--- config.mk ---
export PLATFORM = sky130hd
export DESIGN_NAME = axis_conv_in_slice
export DESIGN_NICKNAME = d
export VERILOG_FILES = /design/src/rtl/axis_conv_in_slice_pkg.sv /design/src/rtl/axis_skid_reg.sv /design/src/rtl/axis_conv_in_slice.sv
export SDC_FILE = /design/constraint.sdc
export NUM_CORES = 1
export LEC_CHECK = 0
export CAP_MARGIN = 20
export CORE_UTILIZATION = 50
export DETAILED_ROUTE_END_ITERATION = 10
export PLACE_DENSITY = 0.81
export SLEW_MARGIN = 10
export SYNTH_ARGS = -nofsm -noshare
export SYNTH_HDL_FRONTEND = slang
export SYNTH_HIERARCHICAL = 1
export SYNTH_SLANG_ARGS = --single-unit
--- constraint.sdc ---
create_clock -name aclk -period 5.2 [get_ports aclk]
set_clock_uncertainty 0.15 [all_clocks]
set_input_delay 1.56 -clock aclk [delete_from_list [all_inputs] [get_ports aclk]]
set_output_delay 1.56 -clock aclk [all_outputs]
set_load 0.01 [all_outputs]
--- src/rtl/axis_conv_in_slice_pkg.sv ---
// Shared conv-input definitions: tuser bit indices, skid-slice state encoding
// and a helper that builds the tuser strobe mask. Used by the input pipe, this
// slice and the conv engine.
package axis_conv_in_slice_pkg;

   localparam int unsigned TUSER_WIDTH_CONV_IN = 11;

   // conv tuser bit positions
   localparam int unsigned I_KERNEL_W_1      = 0;
   localparam int unsigned I_IS_TOP_BLOCK    = 3;
   localparam int unsigned I_IS_BOTTOM_BLOCK = 4;
   localparam int unsigned I_IS_COLS_1_K2    = 6;
   localparam int unsigned I_IS_ACC_LAST     = 8;

   // Two-entry skid buffer occupancy
   typedef enum logic [1:0] {
      EMPTY = 2'd0,
      ONE   = 2'd1,
      FULL  = 2'd2
   } skid_state_e;

   // One-hot OR of the four per-beat strobe positions
   function automatic logic [31:0] strobe_mask(input int unsigned a, input int unsigned b,
                                               input int unsigned c, input int unsigned d);
      return (32'd1 << a) | (32'd1 << b) | (32'd1 << c) | (32'd1 << d);
   endfunction

endpackage

--- src/rtl/axis_skid_reg.sv ---
// Generic fully registered two-entry AXI-Stream skid register.
// Ports:
//   clk, rst_n       clock, asynchronous active-low reset
//   s_valid/s_ready  upstream handshake (s_ready is a flop)
//   s_data           upstream payload, WIDTH bits
//   m_valid/m_ready  downstream handshake (m_valid is a flop)
//   m_data           downstream payload, driven straight from the main register
module axis_skid_reg
   import axis_conv_in_slice_pkg::*;
#(
   parameter int unsigned WIDTH = 8
) (
   input  logic             clk,
   input  logic             rst_n,
   input  logic             s_valid,
   output logic             s_ready,
   input  logic [WIDTH-1:0] s_data,
   output logic             m_valid,
   input  logic             m_ready,
   output logic [WIDTH-1:0] m_data
);

   skid_state_e      state_q;
   skid_state_e      state_d;
   logic             in_hs;
   logic             out_hs;
   logic             ld_main_in;
   logic             ld_main_skid;
   logic             ld_skid;
   logic [WIDTH-1:0] main_q;
   logic [WIDTH-1:0] skid_q;

   assign in_hs  = s_valid & s_ready;
   assign out_hs = m_valid & m_ready;
   assign m_data = main_q;

   // Next-state and register-load decode
   always_comb begin
      state_d      = state_q;
      ld_main_in   = 1'b0;
      ld_main_skid = 1'b0;
      ld_skid      = 1'b0;
      case (state_q)
         EMPTY: begin
            if (in_hs) begin
               ld_main_in = 1'b1;
               state_d    = ONE;
            end
         end
         ONE: begin
            if (in_hs && out_hs) begin
               ld_main_in = 1'b1;
            end else if (in_hs) begin
               ld_skid = 1'b1;
               state_d = FULL;
            end else if (out_hs) begin
               state_d = EMPTY;
            end
         end
         FULL: begin
            // s_ready is low here, so only the drain can happen
            if (out_hs) begin
               ld_main_skid = 1'b1;
               state_d      = ONE;
            end
         end
         default: state_d = EMPTY;
      endcase
   end

   // State, handshake flops and storage
   always_ff @(posedge clk or negedge rst_n) begin
      if (!rst_n) begin
         state_q <= EMPTY;
         s_ready <= 1'b0;
         m_valid <= 1'b0;
         main_q  <= '0;
         skid_q  <= '0;
      end else begin
         state_q <= state_d;
         // ready looks ahead at next state so it never waits on m_ready
         s_ready <= (state_d != FULL);
         m_valid <= (state_d != EMPTY);
         if (ld_main_in) begin
            main_q <= s_data;
         end else if (ld_main_skid) begin
            main_q <= skid_q;
         end
         if (ld_skid) begin
            skid_q <= s_data;
         end
      end
   end

endmodule

--- src/rtl/axis_conv_in_slice.sv ---
// Registered slice between the input pipe's merged stream and the conv engine.
// Carries two pixel words, one weight word, tuser and tlast per beat and clears
// the per-beat tuser strobes whenever the output is idle.
// Ports:
//   aclk, aresetn                      clock, asynchronous active-low reset
//   s_axis_tvalid/tready/tlast/tuser   upstream handshake and sideband
//   s_axis_pixels_1/2_tdata            upstream pixel streams, PIX_W each
//   s_axis_weights_tdata               upstream weights, WGT_W
//   m_axis_*                           downstream mirror; tuser strobe-masked
module axis_conv_in_slice #(
   parameter  int unsigned UNITS               = 2,
   parameter  int unsigned WORD_WIDTH          = 8,
   parameter  int unsigned CORES               = 4,
   parameter  int unsigned KERNEL_W_MAX        = 3,
   parameter  int unsigned TUSER_WIDTH_CONV_IN = axis_conv_in_slice_pkg::TUSER_WIDTH_CONV_IN,
   parameter  int unsigned I_IS_TOP_BLOCK      = axis_conv_in_slice_pkg::I_IS_TOP_BLOCK,
   parameter  int unsigned I_IS_BOTTOM_BLOCK   = axis_conv_in_slice_pkg::I_IS_BOTTOM_BLOCK,
   parameter  int unsigned I_IS_COLS_1_K2      = axis_conv_in_slice_pkg::I_IS_COLS_1_K2,
   parameter  int unsigned I_IS_ACC_LAST       = axis_conv_in_slice_pkg::I_IS_ACC_LAST,
   localparam int unsigned PIX_W               = WORD_WIDTH * UNITS,
   localparam int unsigned WGT_W               = WORD_WIDTH * CORES * KERNEL_W_MAX
) (
   input  logic                           aclk,
   input  logic                           aresetn,
   output logic                           s_axis_tready,
   input  logic                           s_axis_tvalid,
   input  logic                           s_axis_tlast,
   input  logic [TUSER_WIDTH_CONV_IN-1:0] s_axis_tuser,
   input  logic [PIX_W-1:0]               s_axis_pixels_1_tdata,
   input  logic [PIX_W-1:0]               s_axis_pixels_2_tdata,
   input  logic [WGT_W-1:0]               s_axis_weights_tdata,
   input  logic                           m_axis_tready,
   output logic                           m_axis_tvalid,
   output logic                           m_axis_tlast,
   output logic [TUSER_WIDTH_CONV_IN-1:0] m_axis_tuser,
   output logic [PIX_W-1:0]               m_axis_pixels_1_tdata,
   output logic [PIX_W-1:0]               m_axis_pixels_2_tdata,
   output logic [WGT_W-1:0]               m_axis_weights_tdata
);

   import axis_conv_in_slice_pkg::*;

   localparam int unsigned BEAT_W = 2 * PIX_W + WGT_W + TUSER_WIDTH_CONV_IN + 1;

   localparam logic [TUSER_WIDTH_CONV_IN-1:0] STROBE_MASK = TUSER_WIDTH_CONV_IN'(
      strobe_mask(I_IS_TOP_BLOCK, I_IS_BOTTOM_BLOCK, I_IS_COLS_1_K2, I_IS_ACC_LAST));

   logic [BEAT_W-1:0]              s_beat;
   logic [BEAT_W-1:0]              m_beat;
   logic [TUSER_WIDTH_CONV_IN-1:0] beat_tuser;

   assign s_beat = {s_axis_tlast, s_axis_tuser, s_axis_weights_tdata,
                    s_axis_pixels_2_tdata, s_axis_pixels_1_tdata};

   axis_skid_reg #(
      .WIDTH (BEAT_W)
   ) u_skid (
      .clk     (aclk),
      .rst_n   (aresetn),
      .s_valid (s_axis_tvalid),
      .s_ready (s_axis_tready),
      .s_data  (s_beat),
      .m_valid (m_axis_tvalid),
      .m_ready (m_axis_tready),
      .m_data  (m_beat)
   );

   assign {m_axis_tlast, beat_tuser, m_axis_weights_tdata,
           m_axis_pixels_2_tdata, m_axis_pixels_1_tdata} = m_beat;

   // Strobes must read zero while idle; the held beat may still carry them
   assign m_axis_tuser = m_axis_tvalid ? beat_tuser : (beat_tuser & ~STROBE_MASK);

endmodule

==> results.toml, run 1 <==
[sta]
finalCriticalPeriod_ns = 3.56
hold_viol_final = 0
fmax_ghz = 0.281
rsz0062_at_grt = "no"
setup_viol_count_final = 0
worst-slew-pin-transition_ns = 1.11
period_share_pct = 68.6
setup_tns_ns = 0
slew_headroom_pct = 25.9
drv_slew = 0

[global_routing]
grt_overflow = 0
grt_pass1_wl_mm = 42.7
grt_usage_pct = 22.4
antenna_found_initial = 1
grt_pass1_vias = 7934
grt_max_degree = 110

[clock_network]
numCtsBuffers = 30
cts_tree = "built"
cts.sinks = 284
ctsHoldBuffers = 0
h-tree-depth = 1
postCtsSetupBuffers = 0
clockBufferDepth = 3
cts_resized = 0
root_buffer = "clkbuf_16"
path_clk_slew_ns = 0.06
clock_latency_ns = 0.53

[layout]
register_area_mm2 = 0.00711
multi_input_area_mm2 = 0.00403
drive_gt1_share_pct = 18.7
nets = 1199
syn2layout_area_growth_pct = 34.7
final_util_pct = 68.5
n_fill_cell = 1556
final_area_mm2 = 0.0155

[detailed_routing]
wl_per_cell_um = 19.5
num_vias = 7711
viasPerCell = 5.68
postRouteAntennaNets = 0
drc = 0
drt_iter0_drc = 434
wirelength_mm = 26.5
dr.pass1.iters = 4

[place]
dpl-instance-area_mm2 = 0.0145
placement.io_buffers = 285
hpwl_mm = 16.4
gp_congestion = 0.770

[floorplanning]
die_area_mm2 = 0.0236
start_util_pct = 50.9
die_w_um = 154
die_y_um = 154
io_pins = 286
rows = 55
coreArea_mm2 = 0.0226

[synthesis]
yosysMostFrequentCell = "dfrtp_1"
synth.top_cells.by_count = "dfrtp_1, and2_1, mux2_2"
ys_warn_count = 6
synth_top_area_share_pct = 61.7
ys_seq_area_share_pct = 61.7
yosys_register_bits = 284
syn_inst = 789
synthTopCellsByArea = "dfrtp_1, mux2_2, a221o_1"
synthFlopType = "dfrtp_1"
synth_cell_types = 19
syn_avg_cell_area_um2 = 14.6
syn-cell-area_mm2 = 0.0115
synth_top_area_cell = "dfrtp_1"
synth_edf_count = 0
async_flop_share_pct = 100
syn_nets = 933

[worst_setup_path]
required_ns = 5.51
worstPathArrival_ns = 3.87
end_kind = "flip-flop"
start_kind = "input port"
crit_fanout = 93
r2r_slack_ns = 2.63
crit_type = "input port to flip-flop"

[hold_path]
min-delay-path-class = "flip-flop to flip-flop"

[power]
leakagePower_nw = 6.68
p_per_area_mw_per_mm2 = 627
ir_drop_v = 0.000330

[run_status]
status = "finished clean"

[run]
drv_cap = 0
per-stage QoR:
stage | worst slack [ns] | std cells | hold WS, ns | power (mW)
after floorplan | 2.30 | 789 | 0.320 | 5.97
after CTS | 1.66 | 1357 | 0.348 | 9.82
final | 1.64 | 1358 | 0.343 | 9.72
after global routing | 1.54 | 1358 | 0.353 | 10.2
after detailed placement | 1.11 | 1308 | 0.334 | 7.59
after global placement | 1.11 | 1308 | 0.328 | 7.43
cells by family (layout without fill, tap and decap cells):
group	count (synthesis)	count (layout)	share of synthesized area, %
flip-flops	284	284	61.7
AND/OR/NAND/NOR	157	157	8.52
AO/OA/AOI/OAI	145	145	12.5
multiplexers	141	141	13.8
buffers and inverters	62	345	3.50
other	0	1	0
registers in the layout, indices dropped and copies added (netlist names):
signal and flops:
u_skid/s_ready 1, u_skid/m_valid 1, u_skid/skid_q 140, u_skid/state_q 2, u_skid/m_data 140
cell usage in the layout, fill, tap and decap left out:
| cell | instances |
|---|---|
| and4b_4 | 1 |
| and3b_1 | 1 |
| buf_12 | 5 |
| or2_2 | 1 |
| diode_2 | 1 |
| a221o_1 | 140 |
| clkbuf_8 | 3 |
| nor4bb_1 | 1 |
| buf_4 | 6 |
| clkdlybuf4s50_1 | 284 |
| buf_8 | 1 |
| bufinv_16 | 5 |
| mux2_2 | 141 |
| o21ai_0 | 2 |
| a21bo_2 | 1 |
| a211oi_4 | 1 |
| and2_4 | 1 |
| nand3_4 | 1 |
| clkinv_2 | 2 |
| and2_1 | 146 |
| dfrtp_1 | 284 |
| clkbuf_1 | 8 |
| nor2b_1 | 1 |
| nand2_1 | 4 |
| a21oi_1 | 1 |
| clkbuf_16 | 31 |
layout make-up:
| class | count | share of cell area [%] |
|---|---|---|
| well taps | 285 | 2.30 |
| clock buffers | 42 | 5.46 |
| multi-input cells | 443 | 26.0 |
| flip-flops and latches | 284 | 45.8 |
| repair buffers | 296 | 19.4 |
| diodes | 1 | 0.0161 |
| clock inverters | 7 | 1.03 |
worst max-delay path, stage by stage:
cell	delay, ns
clkdlybuf4s50_1	0.46
and4b_4	0.38
a211oi_4	0.22
buf_4	0.78
a221o_1	0.31
final timing paths:
| kind | depth (start not counted) | endpoint | startpoint |
|---|---|---|---|
| max in group asynchronous | 2 | u_skid/skid_q[134]$_DFFE_PN0P_ | aresetn |
| worst max register to register | 4 | u_skid/m_data[94]$_DFFE_PN0P_ | u_skid/m_valid$_DFF_PN0_ |
| worst max-delay path | 5 | u_skid/m_data[94]$_DFFE_PN0P_ | m_axis_tready |
| worst min-delay path | 1 | u_skid/skid_q[99]$_DFFE_PN0P_ | u_skid/skid_q[99]$_DFFE_PN0P_ |
| worst min register to register | 1 | u_skid/skid_q[99]$_DFFE_PN0P_ | u_skid/skid_q[99]$_DFFE_PN0P_ |
| min in group asynchronous | 1 | u_skid/m_data[47]$_DFFE_PN0P_ | aresetn |
report_power, final:
part / leakage (nW) / total, mW / switching (mW) / internal (mW)
clock network: 0.492 / 2.19 / 0.821 / 1.37
registers: 3.45 / 3.87 / 0.556 / 3.31
logic: 2.73 / 3.67 / 1.49 / 2.18
metal layers:
layer  vias to the layer above  routed length, µm  global-route usage, %
li1                       3462                  -                      -
met1                      3979              11400                   30.5
met2                       226              12600                   35.6
met3                        44               1880                   6.00
met4                         0                597                   6.05
met5                         -                  0                      0
(Power assumes the default switching activity.)
==> run 2: changes to the inputs <==
Settings changed: CORE_UTILIZATION 50 to 49, PLACE_DENSITY 0.81 to 0.8.
Clock period 5.2 ns to 3.32 ns, I/O delays scaled along.
==> run 2 against run 1 <==
Compared with the run above:
- clock power rose by 51%
- hold slack got worse by 0.069 ns
- non-clock buffer count rose by 7
- total power rose by 57%
- combinational power rose by 60%
- critical path depth fell by 3
- final area rose by 0.94%
- largest power group unchanged
- highest routed layer is now met5
==> results.toml, run 2 (synthesized netlist as in run 1, its figures left out) <==
[floorplanning]
die_w_um = 155
coreArea_mm2 = 0.0228
die_area_mm2 = 0.0241
io_pins = 286
rows = 55
die_y_um = 155
start_util_pct = 50.4

[global_routing]
antenna_found_initial = 1
grt_usage_pct = 22.9
grt_overflow = 0
grt_max_degree = 141
grt_pass1_vias = 8127
grt_pass1_wl_mm = 43.8

[run_status]
status = "finished clean"

[sta]
period_share_pct = 86.9
drv_slew = 0
setup_viol_count_final = 0
slew_headroom_pct = 62.5
setup_tns_ns = 0
rsz0062_at_grt = "no"
fmax_ghz = 0.347
hold_viol_final = 0
finalCriticalPeriod_ns = 2.88
worst-slew-pin-transition_ns = 0.563

[power]
p_per_area_mw_per_mm2 = 975
ir_drop_v = 0.000550
leakagePower_nw = 6.73

[detailed_routing]
dr.pass1.iters = 5
wl_per_cell_um = 19.6
drc = 0
viasPerCell = 5.58
wirelength_mm = 27.3
postRouteAntennaNets = 0
drt_iter0_drc = 389
num_vias = 7797

[worst_setup_path]
worstReg2RegEnd = "u_skid/m_data[28]$_DFFE_PN0P_"
crit_type = "flip-flop to primary output"
worstPathArrival_ns = 1.74
reg2reg_depth = 4
r2r_slack_ns = 1.28
required_ns = 2.17
rr_startpoint = "u_skid/state_q[0]$_DFF_PN0_"
end_kind = "primary output"
start_kind = "flip-flop"
crit_fanout = 9

[clock_network]
ctsHoldBuffers = 0
cts_resized = 0
path_clk_slew_ns = 0.06
h-tree-depth = 1
root_buffer = "clkbuf_16"
cts.sinks = 284
clockBufferDepth = 3
clock_latency_ns = 0.54
numCtsBuffers = 30
cts_tree = "built"
postCtsSetupBuffers = 0

[layout]
drive_gt1_share_pct = 19.5
nets = 1206
final_cell_mix = "clkdlybuf4s50_1, dfrtp_1, and2_1"
antenna_cells = 0
final_area_mm2 = 0.0157
syn2layout_area_growth_pct = 35.9
n_fill_cell = 1624

[place]
placement.io_buffers = 285
gp_congestion = 0.739
hpwl_mm = 17.3
dpl-instance-area_mm2 = 0.0147

[hold_path]
min-delay-path-class = "input port to asynchronous set/reset pin"

[run]
drv_cap = 0
==> run 2: metrics by stage <==
| step | setup WS, ns | power, mW | instances | utilization, % | hold slack (ns) |
|---|---|---|---|---|---|
| 6_report | 0.435 | 15.3 | 1397 | 68.5 | 0.274 |
| 5_1_grt | 0.371 | 16.1 | 1397 | 68.5 | 0.310 |
| 4_1_cts | 0.403 | 15.4 | 1397 | 68.5 | 0.282 |
| 3_5_place_dp | 0.294 | 12.0 | 1343 | 64.2 | 0.334 |
| 3_3_place_gp | 0.347 | 11.8 | 1343 | 64.2 | 0.327 |
| 2_1_floorplan | 0.983 | 9.36 | 789 | - | 0.320 |
==> run 2: critical path, cell delays in order (launching register included) <==
cell and delay, ns:
dfrtp_1 0.48, and2_1 0.18, clkdlybuf4s50_1 0.53
==> run 2: worst max-delay path by stage <==
| stage | startpoint | end | slack [ns] | depth (start not counted) |
|---|---|---|---|---|
| final | u_skid/m_valid$_DFF_PN0_ | m_axis_tuser[8] | 0.44 | 2 |
| after global routing | u_skid/m_valid$_DFF_PN0_ | m_axis_tuser[4] | 0.37 | 2 |
| after CTS | u_skid/m_valid$_DFF_PN0_ | m_axis_tuser[8] | 0.40 | 2 |
| after detailed placement | s_axis_tvalid | u_skid/m_data[28]$_DFFE_PN0P_ | 0.29 | 5 |
| after global placement | s_axis_tvalid | u_skid/skid_q[102]$_DFFE_PN0P_ | 0.35 | 5 |
| after floorplan | s_axis_tvalid | u_skid/skid_q[100]$_DFFE_PN0P_ | 0.98 | 5 |
==> run 2: where the power goes <==
part | internal [mW] | switching (mW) | total (mW)
combinational | 3.52 | 2.37 | 5.89
sequential | 5.19 | 0.885 | 6.07
clock | 1.97 | 1.33 | 3.30
==> run 2: layout make-up <==
type | instances | area [µm²] | area share [%]
timing repair buffer | 303 | 3140 | 20.1
multi-input combinational | 443 | 4030 | 25.8
clock inverter | 9 | 101 | 0.647
clock buffer | 45 | 878 | 5.61
tap | 313 | 392 | 2.50
sequential | 284 | 7110 | 45.4
==> run 2: routing by layer <==
metal / wire length (µm) / vias up / global-route usage, %
met5: 13 / - / 0
met4: 748 / 2 / 7.52
met3: 2280 / 60 / 6.57
met2: 12900 / 261 / 36.8
met1: 11400 / 3966 / 30.0
li1: - / 3508 / -
